### src/rtl/nibble_alu_sequencer.sv
// Multi-cycle WIDTH-bit ALU controller driving one external 4-bit slice, one nibble per cycle.
// The controller derives the inter-nibble carry/borrow from the operand nibbles itself.
module nibble_alu_sequencer #(
    parameter int WIDTH = 32
) (
    input  logic             i_clk,
    input  logic             i_rst,
    input  logic             i_start,
    input  logic [WIDTH-1:0] i_op_a,
    input  logic [WIDTH-1:0] i_op_b,
    input  logic [2:0]       i_op_s,
    input  logic             i_op_cin,
    output logic             o_busy,
    output logic             o_done,
    output logic [WIDTH-1:0] o_result,
    output logic             o_carry_out,
    output logic             o_zero,
    output logic [3:0]       o_alu_a,
    output logic [3:0]       o_alu_b,
    output logic [2:0]       o_alu_s,
    output logic             o_alu_cn,
    input  logic [3:0]       i_alu_f
);

    localparam int N  = WIDTH / 4;
    localparam int CW = (N > 1) ? $clog2(N) : 1;

    typedef enum logic [1:0] {
        ST_IDLE = 2'd0,
        ST_RUN  = 2'd1,
        ST_DONE = 2'd2
    } state_t;

    state_t           r_state;
    state_t           w_state_next;
    logic [WIDTH-1:0] r_a;
    logic [WIDTH-1:0] r_b;
    logic [2:0]       r_s;
    logic             r_carry;
    logic [CW-1:0]    r_cnt;
    logic [WIDTH-1:0] r_result;
    logic             r_carry_out;
    logic             r_zero;

    logic [CW+1:0]    w_idx;
    logic [3:0]       w_a_nib;
    logic [3:0]       w_b_nib;
    logic             w_last;
    logic             w_carry_next;
    logic [WIDTH-1:0] w_result_next;

    assign w_idx   = {r_cnt, 2'b00};
    assign w_a_nib = r_a[w_idx +: 4];
    assign w_b_nib = r_b[w_idx +: 4];
    assign w_last  = (r_cnt == CW'(N - 1));

    // Carry/borrow out of the current nibble, from operand nibbles and the carry register
    always_comb begin
        w_carry_next = 1'b0;
        case (r_s)
            3'b011:  w_carry_next = ({1'b0, w_a_nib} + {1'b0, w_b_nib} + {4'b0000, r_carry}) > 5'd15;
            3'b010:  w_carry_next = {1'b0, w_a_nib} < ({1'b0, w_b_nib} + {4'b0000, r_carry});
            3'b001:  w_carry_next = {1'b0, w_b_nib} < ({1'b0, w_a_nib} + {4'b0000, r_carry});
            default: w_carry_next = 1'b0;
        endcase
    end

    // Result with the slice output merged into the current nibble position
    always_comb begin
        w_result_next = r_result;
        w_result_next[w_idx +: 4] = i_alu_f;
    end

    // Next-state logic
    always_comb begin
        w_state_next = r_state;
        case (r_state)
            ST_IDLE: begin
                if (i_start) w_state_next = ST_RUN;
                else         w_state_next = ST_IDLE;
            end
            ST_RUN: begin
                if (w_last) w_state_next = ST_DONE;
                else        w_state_next = ST_RUN;
            end
            ST_DONE: w_state_next = ST_IDLE;
            default: w_state_next = ST_IDLE;
        endcase
    end

    // State register
    always_ff @(posedge i_clk or posedge i_rst) begin
        if (i_rst) r_state <= ST_IDLE;
        else       r_state <= w_state_next;
    end

    // Operand latch, nibble stepping and result/flag capture
    always_ff @(posedge i_clk or posedge i_rst) begin
        if (i_rst) begin
            r_a         <= '0;
            r_b         <= '0;
            r_s         <= 3'b000;
            r_carry     <= 1'b0;
            r_cnt       <= '0;
            r_result    <= '0;
            r_carry_out <= 1'b0;
            r_zero      <= 1'b0;
        end else begin
            case (r_state)
                ST_IDLE: begin
                    if (i_start) begin
                        r_a         <= i_op_a;
                        r_b         <= i_op_b;
                        r_s         <= i_op_s;
                        r_carry     <= i_op_cin;
                        r_cnt       <= '0;
                        r_carry_out <= 1'b0;
                        r_zero      <= 1'b0;
                    end
                end
                ST_RUN: begin
                    r_result <= w_result_next;
                    r_carry  <= w_carry_next;
                    // Counter returns to zero after the last nibble so it never leaves 0..N-1
                    if (w_last) begin
                        r_cnt       <= '0;
                        r_carry_out <= w_carry_next;
                        r_zero      <= (w_result_next == '0);
                    end else begin
                        r_cnt <= r_cnt + CW'(1);
                    end
                end
                default: begin
                    r_cnt <= r_cnt;
                end
            endcase
        end
    end

    // Slice drive: live nibbles only in RUN, function select always reflects the latched code
    always_comb begin
        o_alu_s = r_s;
        if (r_state == ST_RUN) begin
            o_alu_a  = w_a_nib;
            o_alu_b  = w_b_nib;
            o_alu_cn = r_carry;
        end else begin
            o_alu_a  = 4'h0;
            o_alu_b  = 4'h0;
            o_alu_cn = 1'b0;
        end
    end

    assign o_busy      = (r_state == ST_RUN);
    assign o_done      = (r_state == ST_DONE);
    assign o_result    = r_result;
    assign o_carry_out = r_carry_out;
    assign o_zero      = r_zero;

endmodule

### config.mk
export PLATFORM = sky130hd
export DESIGN_NAME = nibble_alu_sequencer
export DESIGN_NICKNAME = d
export VERILOG_FILES = /design/src/rtl/nibble_alu_sequencer.sv
export SDC_FILE = /design/constraint.sdc
export NUM_CORES = 1
export LEC_CHECK = 0
export ABC_AREA = 0
export CAP_MARGIN = 10
export CELL_PAD_IN_SITES_DETAIL_PLACEMENT = 1
export CELL_PAD_IN_SITES_GLOBAL_PLACEMENT = 1
export CORE_MARGIN = 2
export CORE_UTILIZATION = 41
export CTS_CLUSTER_DIAMETER = 80
export DETAILED_ROUTE_END_ITERATION = 6
export HOLD_SLACK_MARGIN = 0.15
export PLACE_DENSITY = 0.88
export SKIP_CTS_REPAIR_TIMING = 1
export SKIP_LAST_GASP = 1
export SLEW_MARGIN = 5
export SYNTH_ARGS = -nofsm -noshare
export SYNTH_HDL_FRONTEND = slang
export SYNTH_SLANG_ARGS = --single-unit
### constraint.sdc
create_clock -name i_clk -period 4.45 [get_ports i_clk]
set_input_delay 0.6675 -clock i_clk [delete_from_list [all_inputs] [get_ports i_clk]]
set_output_delay 0.6675 -clock i_clk [all_outputs]
set_load 0.1 [all_outputs]
==> results.md <==
- Async set-reset flop share out of synthesis: 100%
- P&R area growth vs syn: 31.3%
- Max Fclk: 0.270 GHz
- Top post-synthesis cells by area: dfrtp_1, mux2_2, mux4_2, ha_1, and2_1
- Setup Skew: 0.00694 ns
- Setup Crit Path Kind: register to register
- Post-DP HPWL: 11.5 mm
- Clk slew on worst S/H paths: 0.07 ns
- Largest family of logic cells by synthesized area: multiplexers
- Hold_ws: 0.511 ns
- Final critical path time including I/O delays and setup: 3.71 ns
- Mean Syn Cell Area: 12.9 sq um
- Mapped Cells: 423
- WP data arrival: 3.97 ns
- Setup TNS: 0 ns
- Row count: 42
- Post-route ant nets: 0
- Largest net degree at the start of global routing: 50
- Overflow after GRT: 0
- Share of the synthesized area in the top cell type: 49.0%
- Total GRT Usage: 22.3%
- Vias in the first global route: 4391
- WP buf/inv: 2
- Mux contribution to synthesized area: 28.2%
- Synth Cell Area: 0.00546 sq mm
- Post-place setup slack: 0.817 ns
- Synth Area in Adders: 5.09%
- Die ar.: 0.0143 sq mm
- Starting density of the core: 41.6%
- Fillers: 1331
- CP Capture Type: register
- Max incr delay on CP: 0.67 ns
- Final hold viol count: 0
- Slowest-stage cell, CP: dfrtp_1
- Yosys warns: 0
- Worst Hold Class: register to register
- Via/cell ratio: 5.47
- Slew Limit Fails: 0
- First-pass DRT Iterations: 4
- Core footprint: 0.0131 sq mm
- Compound-Gate Fraction of Synth Area: 4.86%
- Initial antenna violation count: 0
- Post-synth top flop: dfrtp_1
- Share of cells above drive strength 1: 27.6%
- Crit Path Max Fanout: 12
- I/O Pins: 123
- Worst-Margin Slew: 0.992 ns
- Period utilization: 83.3%
- Reg area: 0.00268 sq mm
- Net count after synthesis: 519
- Commonest cells after routing, fill and taps aside: clkdlybuf4s50_1, dfrtp_1, mux2_2
- Number of synthesized flops with an enable pin: 0
- GPL Wtd Cong: 0.829
- Die W: 119 um
- H-Tree Depth: 3
- Outcome: finished clean
- Delay-heaviest family, CP: multiplexers
- Post-synthesis xor/xnor area fraction: 0.641%
- Clk buf depth: 2
- Startpoint type of the worst setup path: register
- Skew-Pair Late Insertion Delay: 0.35 ns
- #FFs+latches synth: 107
- Most common cell after layout, fill and taps aside: clkdlybuf4s50_1
- DRT Wirelength: 15.1 mm
- 1st-iter DRT viols: 191
- Multi-input logic area: 0.00264 sq mm
- Root Buffer: clkbuf_16
- CTS tree: yes
- Wire length per cell: 20.8 um
- Via count: 3973
- Antenna cells: 0
- Post-Synth Simple-Gate Area: 9.44%
- Seq/Total Area, Yosys: 49.0%
- WP data required: 4.72 ns
- Cell Count, Final, Fillers Out: 726
- Die Y: 119 um
- CTS sink count: 107
- Cell taking the most area after synthesis: dfrtp_1
- Fin nets: 641
- Max cap viols: 0
- Crit path cell chain: buf_4 -> mux4_2 -> mux2i_1 -> inv_1 -> ha_1 -> o21ai_1 -> a311o_1 -> nor4_1 -> nor4_2 -> o31ai_1
- Relative slew margins: 33.7%
- RSZ-0062 raised after global routing: false
- Placed Instances: 710
- Number of remaining DRC errors: 0
- Synth unique cells: 50
- First-pass GRT wire length: 24.4 mm
- IO Port Bufs: 122
- Num CTS Buffers: 9
- Final setup vio count: 0
- Worst setup margin: 0.744 ns
cell usage after synthesis, drive strengths merged, types with 6 or more instances:
cell / count
nor4: 8
o21ai: 10
and2: 17
nand2: 21
a21oi: 8
mux4: 16
nor2: 17
inv: 19
buf: 6
mux2: 99
clkbuf: 12
dfrtp: 107
ha: 19
cell type report:
| type | count | area share [%] |
|---|---|---|
| Clock buffer | 10 | 3.33 |
| Multi-Input combinational cell | 279 | 36.8 |
| Tap cell | 176 | 3.07 |
| Clock inverter | 6 | 0.994 |
| Sequential cell | 107 | 37.3 |
| Inverter | 19 | 1.03 |
| Timing Repair Buffer | 129 | 17.5 |
worst min-delay path, stage by stage, from the launching register on:
cell     delay (ns)
dfrtp_1        0.37
nand2_1        0.05
o31ai_1        0.05
per-layer routing:
layer	vias to the layer above	GRT usage [%]	part of all wire (%)
met5	-	0	0
met2	117	39.0	52
li1	1797	-	-
met4	0	7.72	2.0
met1	2038	28.7	42
met3	21	2.92	4.2
worst paths after layout:
kind | startpoint | end | slack, ns | cells past startpoint
worst max-delay path | r_cnt[2] | o_carry_out | 0.74 | 10
worst min-delay path | o_carry_out | o_carry_out | 0.51 | 2
worst max register to register | r_cnt[2] | o_carry_out | 0.74 | 10
worst min register to register | o_carry_out | o_carry_out | 0.51 | 2
max in group asynchronous | i_rst | r_a[12] | 2.85 | 3
min in group asynchronous | i_rst | o_alu_s[1] | 0.68 | 2
logic make-up after synthesis:
family	count (synthesis)
AOI/OAI and AO/OA	39
buffers and inverters	37
and+or+nand+nor	95
xor gates and xnor gates	4
adders and majority gates	21
DFF	107
muxes	120
sequential cells by signal, indices dropped and copies added (netlist names):
register	cells
o_result	32
r_b	32
o_alu_s	3
r_cnt	3
o_carry_out	1
r_state	2
r_a	32
r_carry	1
o_zero	1
metrics by stage:
stage | area (sq um) | util [%]
2_1_floorplan | 5460 | -
3_3_place_gp | 6860 | 52.2
3_5_place_dp | 6860 | 52.2
4_1_cts | 7170 | 54.6
5_1_grt | 7170 | 54.6
6_report | 7170 | 54.6
Power is left out: the tool's default activity adds up to more than one toggle a clock period on the data nets, which glitch-free logic cannot reach.
